<file path="config.mk">
export PLATFORM = sky130hd
export DESIGN_NAME = uart_rx
export DESIGN_NICKNAME = d
export VERILOG_FILES = /design/src/rtl/uart_rx.sv
export SDC_FILE = /design/constraint.sdc
export NUM_CORES = 1
export LEC_CHECK = 0
export CAP_MARGIN = 10
export CORE_MARGIN = 1
export CORE_UTILIZATION = 50
export DETAILED_ROUTE_END_ITERATION = 16
export PLACE_DENSITY_LB_ADDON = 0.05
export SLEW_MARGIN = 20
export SYNTH_ARGS = -nofsm -noshare
export SYNTH_HDL_FRONTEND = slang
export SYNTH_SLANG_ARGS = --single-unit
</file>
<file path="constraint.sdc">
create_clock -name clock -period 2 [get_ports clock]
set_input_delay 0.4 -clock clock [delete_from_list [all_inputs] [get_ports clock]]
set_output_delay 0.4 -clock clock [all_outputs]
set_load 0.05 [all_outputs]
</file>
<file path="src/rtl/uart_rx.sv">
// uart_rx: 8x-oversampled UART receiver. 8 data bits LSB first, optional
// even/odd parity, one stop bit. Each bit is a 3-sample majority vote taken
// at sub-ticks 3, 4 and 5. Bytes leave on a valid/ready handshake together
// with their frame and parity error flags.
module uart_rx (
    input  logic       clock,
    input  logic       reset,
    input  logic       ce_8,
    input  logic       rxd,
    input  logic       parity_en,
    input  logic       parity_odd,
    input  logic       out_ready,
    output logic       out_valid,
    output logic [7:0] out_data,
    output logic       frame_err,
    output logic       parity_err,
    output logic       overrun,
    output logic       busy
);

    typedef enum logic [2:0] {
        ST_IDLE   = 3'd0,
        ST_START  = 3'd1,
        ST_DATA   = 3'd2,
        ST_PARITY = 3'd3,
        ST_STOP   = 3'd4
    } state_t;

    // Two or more ones out of three samples gives a one.
    function automatic logic majority3(input logic a, input logic b, input logic c);
        return (a & b) | (a & c) | (b & c);
    endfunction

    // Nonzero when data, received parity bit and the odd/even selector disagree.
    function automatic logic parity_mismatch(input logic [7:0] d, input logic p, input logic odd);
        return ^{d, p, odd};
    endfunction

    logic       sync_meta_r;
    logic       rxs_r;
    state_t     state_r;
    state_t     state_next_s;
    logic [2:0] sub_r;
    logic [2:0] bit_idx_r;
    logic [7:0] shift_r;
    logic [1:0] samp_r;
    logic       samp5_r;
    logic       par_en_r;
    logic       par_odd_r;
    logic       par_err_frame_r;
    logic       start_s;
    logic       shift_en_s;
    logic       par_chk_s;
    logic       complete_s;
    logic       vote_mid_s;
    logic       vote_stop_s;
    logic       out_valid_r;
    logic [7:0] out_data_r;
    logic       frame_err_r;
    logic       parity_err_r;
    logic       overrun_r;
    logic       busy_r;

    // Vote at sub 7 uses all three stored samples; the stop vote is taken at
    // sub 5 itself, so the third sample is the live synchronized line.
    assign vote_mid_s  = majority3(samp_r[0], samp_r[1], samp5_r);
    assign vote_stop_s = majority3(samp_r[0], samp_r[1], rxs_r);

    assign out_valid  = out_valid_r;
    assign out_data   = out_data_r;
    assign frame_err  = frame_err_r;
    assign parity_err = parity_err_r;
    assign overrun    = overrun_r;
    assign busy       = busy_r;

    // Two-flop synchronizer for the asynchronous serial line, idle high.
    always_ff @(posedge clock or posedge reset) begin
        if (reset) begin
            sync_meta_r <= 1'b1;
            rxs_r       <= 1'b1;
        end else begin
            sync_meta_r <= rxd;
            rxs_r       <= sync_meta_r;
        end
    end

    // Next-state logic and per-tick action strobes; nothing moves without ce_8.
    always_comb begin
        state_next_s = state_r;
        start_s      = 1'b0;
        shift_en_s   = 1'b0;
        par_chk_s    = 1'b0;
        complete_s   = 1'b0;
        if (ce_8) begin
            case (state_r)
                ST_IDLE: begin
                    if (!rxs_r) begin
                        state_next_s = ST_START;
                        start_s      = 1'b1;
                    end else begin
                        state_next_s = ST_IDLE;
                    end
                end
                ST_START: begin
                    if (sub_r == 3'd7) begin
                        if (vote_mid_s) begin
                            state_next_s = ST_IDLE;
                        end else begin
                            state_next_s = ST_DATA;
                        end
                    end else begin
                        state_next_s = ST_START;
                    end
                end
                ST_DATA: begin
                    if (sub_r == 3'd7) begin
                        shift_en_s = 1'b1;
                        if (bit_idx_r == 3'd7) begin
                            if (par_en_r) begin
                                state_next_s = ST_PARITY;
                            end else begin
                                state_next_s = ST_STOP;
                            end
                        end else begin
                            state_next_s = ST_DATA;
                        end
                    end else begin
                        state_next_s = ST_DATA;
                    end
                end
                ST_PARITY: begin
                    if (sub_r == 3'd7) begin
                        par_chk_s    = 1'b1;
                        state_next_s = ST_STOP;
                    end else begin
                        state_next_s = ST_PARITY;
                    end
                end
                ST_STOP: begin
                    // Decide early at sub 5 so a back-to-back start edge is caught.
                    if (sub_r == 3'd5) begin
                        complete_s   = 1'b1;
                        state_next_s = ST_IDLE;
                    end else begin
                        state_next_s = ST_STOP;
                    end
                end
                default: begin
                    state_next_s = ST_IDLE;
                end
            endcase
        end else begin
            state_next_s = state_r;
        end
    end

    // FSM state register.
    always_ff @(posedge clock or posedge reset) begin
        if (reset) begin
            state_r <= ST_IDLE;
        end else begin
            state_r <= state_next_s;
        end
    end

    // Sub-tick counter: the detecting tick is sub 0, STOP exits at sub 5.
    always_ff @(posedge clock or posedge reset) begin
        if (reset) begin
            sub_r <= 3'd0;
        end else if (ce_8) begin
            if (state_r == ST_IDLE) begin
                sub_r <= start_s ? 3'd1 : 3'd0;
            end else if (complete_s) begin
                sub_r <= 3'd0;
            end else begin
                sub_r <= sub_r + 3'd1;
            end
        end
    end

    // Capture the line at sub 3, 4 and 5 for the majority vote.
    always_ff @(posedge clock or posedge reset) begin
        if (reset) begin
            samp_r  <= 2'b11;
            samp5_r <= 1'b1;
        end else if (ce_8) begin
            if (sub_r == 3'd3) begin
                samp_r[0] <= rxs_r;
            end
            if (sub_r == 3'd4) begin
                samp_r[1] <= rxs_r;
            end
            if (sub_r == 3'd5) begin
                samp5_r <= rxs_r;
            end
        end
    end

    // Frame datapath: config latched at start, data bits and parity result.
    always_ff @(posedge clock or posedge reset) begin
        if (reset) begin
            bit_idx_r       <= 3'd0;
            shift_r         <= 8'h00;
            par_en_r        <= 1'b0;
            par_odd_r       <= 1'b0;
            par_err_frame_r <= 1'b0;
        end else begin
            if (start_s) begin
                bit_idx_r       <= 3'd0;
                par_en_r        <= parity_en;
                par_odd_r       <= parity_odd;
                par_err_frame_r <= 1'b0;
            end
            if (shift_en_s) begin
                shift_r[bit_idx_r] <= vote_mid_s;
                bit_idx_r          <= bit_idx_r + 3'd1;
            end
            if (par_chk_s) begin
                par_err_frame_r <= parity_mismatch(shift_r, vote_mid_s, par_odd_r);
            end
        end
    end

    // Output register: frame delivery, overrun drop and handshake clear.
    always_ff @(posedge clock or posedge reset) begin
        if (reset) begin
            out_valid_r  <= 1'b0;
            out_data_r   <= 8'h00;
            frame_err_r  <= 1'b0;
            parity_err_r <= 1'b0;
            overrun_r    <= 1'b0;
            busy_r       <= 1'b0;
        end else begin
            busy_r <= (state_next_s != ST_IDLE);
            if (complete_s) begin
                if (out_valid_r && !out_ready) begin
                    overrun_r <= 1'b1;
                end else begin
                    overrun_r    <= 1'b0;
                    out_valid_r  <= 1'b1;
                    out_data_r   <= shift_r;
                    frame_err_r  <= !vote_stop_s;
                    parity_err_r <= par_err_frame_r;
                end
            end else begin
                overrun_r <= 1'b0;
                if (out_valid_r && out_ready) begin
                    out_valid_r <= 1'b0;
                end
            end
        end
    end

endmodule

</file>
==> metrics.md <==
| Metric | Value |
|---|---|
| Total core area | `0.00339 mm²` |
| Port-buffer cells | `19` |
| Initial Utilization | `53.3%` |
| #FFs+latches synth | `38` |
| Overflow after GRT | `0` |
| Design Power | `0.00213 W` |
| Clock Latency Late Sink | `0.34 ns` |
| Routed Antenna Nets | `0` |
| Max-slew violation total from the final report | `0` |
| Die width | `62.1 µm` |
| Syn nets | `168` |
| Die H | `62.1 µm` |
| Post-Synthesis Cells | `154` |
| TritonCTS Sinks | `38` |
| Vias in the first global route | `1273` |
| CTS buffer count | `5` |
| Setup WS pre-CTS | `-0.0651 ns` |
| Outcome | `finished, final reports clean` |
| CTS root buf | `clkbuf_4` |
| Nets@finish | `205` |
| Antenna diodes | `0` |
| RSZ-0062 raised after global routing | `yes` |
| Vias | `1225` |
| VDD IR max | `0.737 mV` |
| Yosys warns | `0` |
| Path type of the worst min-delay path | `register to register` |
| Worst-path fanout max | `5` |
| Lkg Pwr | `1.06 nW` |
| Residual DRC | `0` |
| Arr. time, crit path | `2.16 ns` |
| Total GRT Usage | `19.0%` |
| Max Freq | `0.519 GHz` |
| CP Capture Type | `register` |
| Avg WL per Cell | `13.5 µm` |
| Post-DR vias/cell | `5.15` |
| WL final | `3.21 mm` |
| Mapped Area | `0.00181 mm²` |
| Initial antenna violation count | `0` |
| First-pass detailed-route iteration total | `4` |
| Final Hold Viols | `0` |
| Share of cells above drive strength 1 | `32.8%` |
| Global-route wire length before repair | `5.71 mm` |
| Detailed placement HPWL | `2.28 mm` |
| Fin crit period | `1.93 ns` |
| Sequential area share after synthesis | `53.0%` |
| Setup TNS | `0 ns` |
| Fin crit share | `96.4%` |
| Clock transition at path regs | `0.10 ns` |
| P&R area growth vs syn | `25.3%` |
| Ranking of synthesized cells by area | `dfrtp_1 (46%), mux2_2 (12%), dfstp_2 (7.3%)` |
| CTS tree | `done` |
| Skew final | `0.0132 ns` |
| Starting DRT DRC Count | `48` |
| Setup WS post-layout | `0.0730 ns` |
| CP Launch Type | `register` |
| Largest net degree at the start of global routing | `39` |
| Slew @ Worst Pin | `0.505 ns` |
| Hold WS | `0.363 ns` |
| H-tree depth | `2` |
| Placer Congestion | `0.827` |
| Ports | `20` |
| Cts hold-fix bufs | `0` |
| Clk buf depth | `2` |
| Final setup fails | `0` |
| Row cnt | `21` |
| Power per Cell Area | `940 mW/mm²` |
| Setup Crit Path Kind | `register to register` |
| Area leader, netlist | `dfrtp_1` |
| Max_cap viols | `0` |
| Mapped Avg Cell Area | `11.7 µm²` |
| Die ar. | `0.00386 mm²` |
| Worst EP required | `2.23 ns` |
| Synth cell types | `35` |
| Slew HR | `66.2%` |
| Synth top area share | `45.7%` |
-- per-layer routing --
layer	share of wire, %	global-route usage [%]
met1	48	24.4
met2	47	31.2
met3	3.7	5.15
met4	1.4	6.10
met5	0	0
-- placed cells by master, fill, tap and decap left out, types with 2 or more instances in the layout --
master and count:
a22o_1 2, nor3_2 2, clkbuf_4 5, ha_1 5
nand3_1 7, clkdlybuf4s50_1 19, xnor2_1 7, nor2_1 8
dfstp_2 5, mux2_4 2, nand2b_1 5, o22ai_1 3
ha_2 2, and3_1 2, a21oi_1 3, xor2_1 2
inv_1 8, dfrtp_1 32, nand2_1 10, o21ai_0 7
mux2_2 20, buf_4 14
-- final timing paths --
kind | start | endpoint | slack (ns) | depth (start not counted)
setup / recovery | sub_r[0] | shift_r[0] | 0.07 | 7
hold / removal | sync_meta_r | rxs_r | 0.36 | 0
setup reg to reg | sub_r[0] | shift_r[0] | 0.07 | 7
hold reg to reg | sync_meta_r | rxs_r | 0.36 | 0
max in group asynchronous | reset | samp_r[1] | 1.19 | 3
min in group asynchronous | reset | shift_r[1] | 0.46 | 3
-- cells in the mapped netlist --
| cell type | number |
|---|---|
| or3_4 | 1 |
| or3_1 | 1 |
| dfrtp_1 | 33 |
| nand2b_1 | 6 |
| nor2_1 | 9 |
| maj3_2 | 1 |
| xor2_1 | 2 |
| xnor2_1 | 7 |
| a41oi_1 | 1 |
| nor2b_1 | 2 |
| inv_1 | 8 |
| a31oi_1 | 1 |
| mux2_2 | 20 |
| o21bai_1 | 1 |
| and3_2 | 1 |
| o21ai_0 | 7 |
| buf_2 | 1 |
| o22ai_1 | 3 |
| nand2_1 | 11 |
| or4_1 | 1 |
| a22o_1 | 2 |
| a21oi_1 | 3 |
| or3b_1 | 1 |
| clkbuf_1 | 1 |
| buf_6 | 1 |
| nor2b_4 | 1 |
| dfstp_2 | 5 |
| o21ai_1 | 1 |
| nand3_1 | 7 |
| ha_1 | 7 |
| nor4_1 | 1 |
| and3b_1 | 1 |
| mux2_4 | 2 |
| and3_1 | 2 |
| nor3_1 | 2 |
-- worst max-delay path, stage by stage, from the launching register on --
cell	delay (ns)
dfrtp_1	0.37
ha_2	0.19
ha_2	0.20
and3b_2	0.24
and3_4	0.22
nand2b_2	0.11
nor3_2	0.14
mux2_2	0.35
-- stage by stage --
stage	instance area (µm²)	utilization (%)	std cells
after floorplan	1810	-	154
final	2260	66.8	238
after global placement	2130	62.9	229
after global routing	2260	66.8	238
after CTS	2220	65.6	237
after detailed placement	2130	62.9	229
-- cell type report --
| type | count | area (µm²) |
|---|---|---|
| clock buffers | 7 | 55.1 |
| clock inverters | 1 | 30.0 |
| fillers | 253 | 1130 |
| inverters | 8 | 30.0 |
| multi-input cells | 105 | 837 |
| flip-flops and latches | 38 | 958 |
| well taps | 46 | 57.6 |
| repair buffers | 33 | 295 |
-- cell families after synthesis --
| family | Yosys count | synth area share [%] |
|---|---|---|
| multiplexers | 22 | 14.1 |
| buffers and inverters | 11 | 2.77 |
| flip-flops | 38 | 53.0 |
| AND/OR/NAND/NOR | 47 | 14.0 |
| XOR/XNOR | 9 | 4.36 |
| AO/OA/AOI/OAI | 19 | 6.30 |
| adder cells (fa/ha/maj) | 8 | 5.47 |
-- repair_timing --
action	in CTS	in global routing
gates resized for setup	1	11
setup buffers	0	1
setup endpoints to repair	2	9
pin swaps	0	1
-- sequential cells by signal, summed over array words and instances (netlist names), 2 cells and up --
register / flops
bit_idx_r: 3
sub_r: 3
shift_r: 8
out_data: 8
samp_r: 2
state_r: 3
-- power breakdown --
part	leakage (nW)	switching, W	internal (W)	total (W)
clock	0.0455	0.000240	0.000299	0.000538
combinational	0.521	0.000300	0.000290	0.000590
sequential	0.494	0.000101	0.000898	0.000999
total	1.06	0.000641	0.00149	0.00213
(Power assumes the default switching activity.)
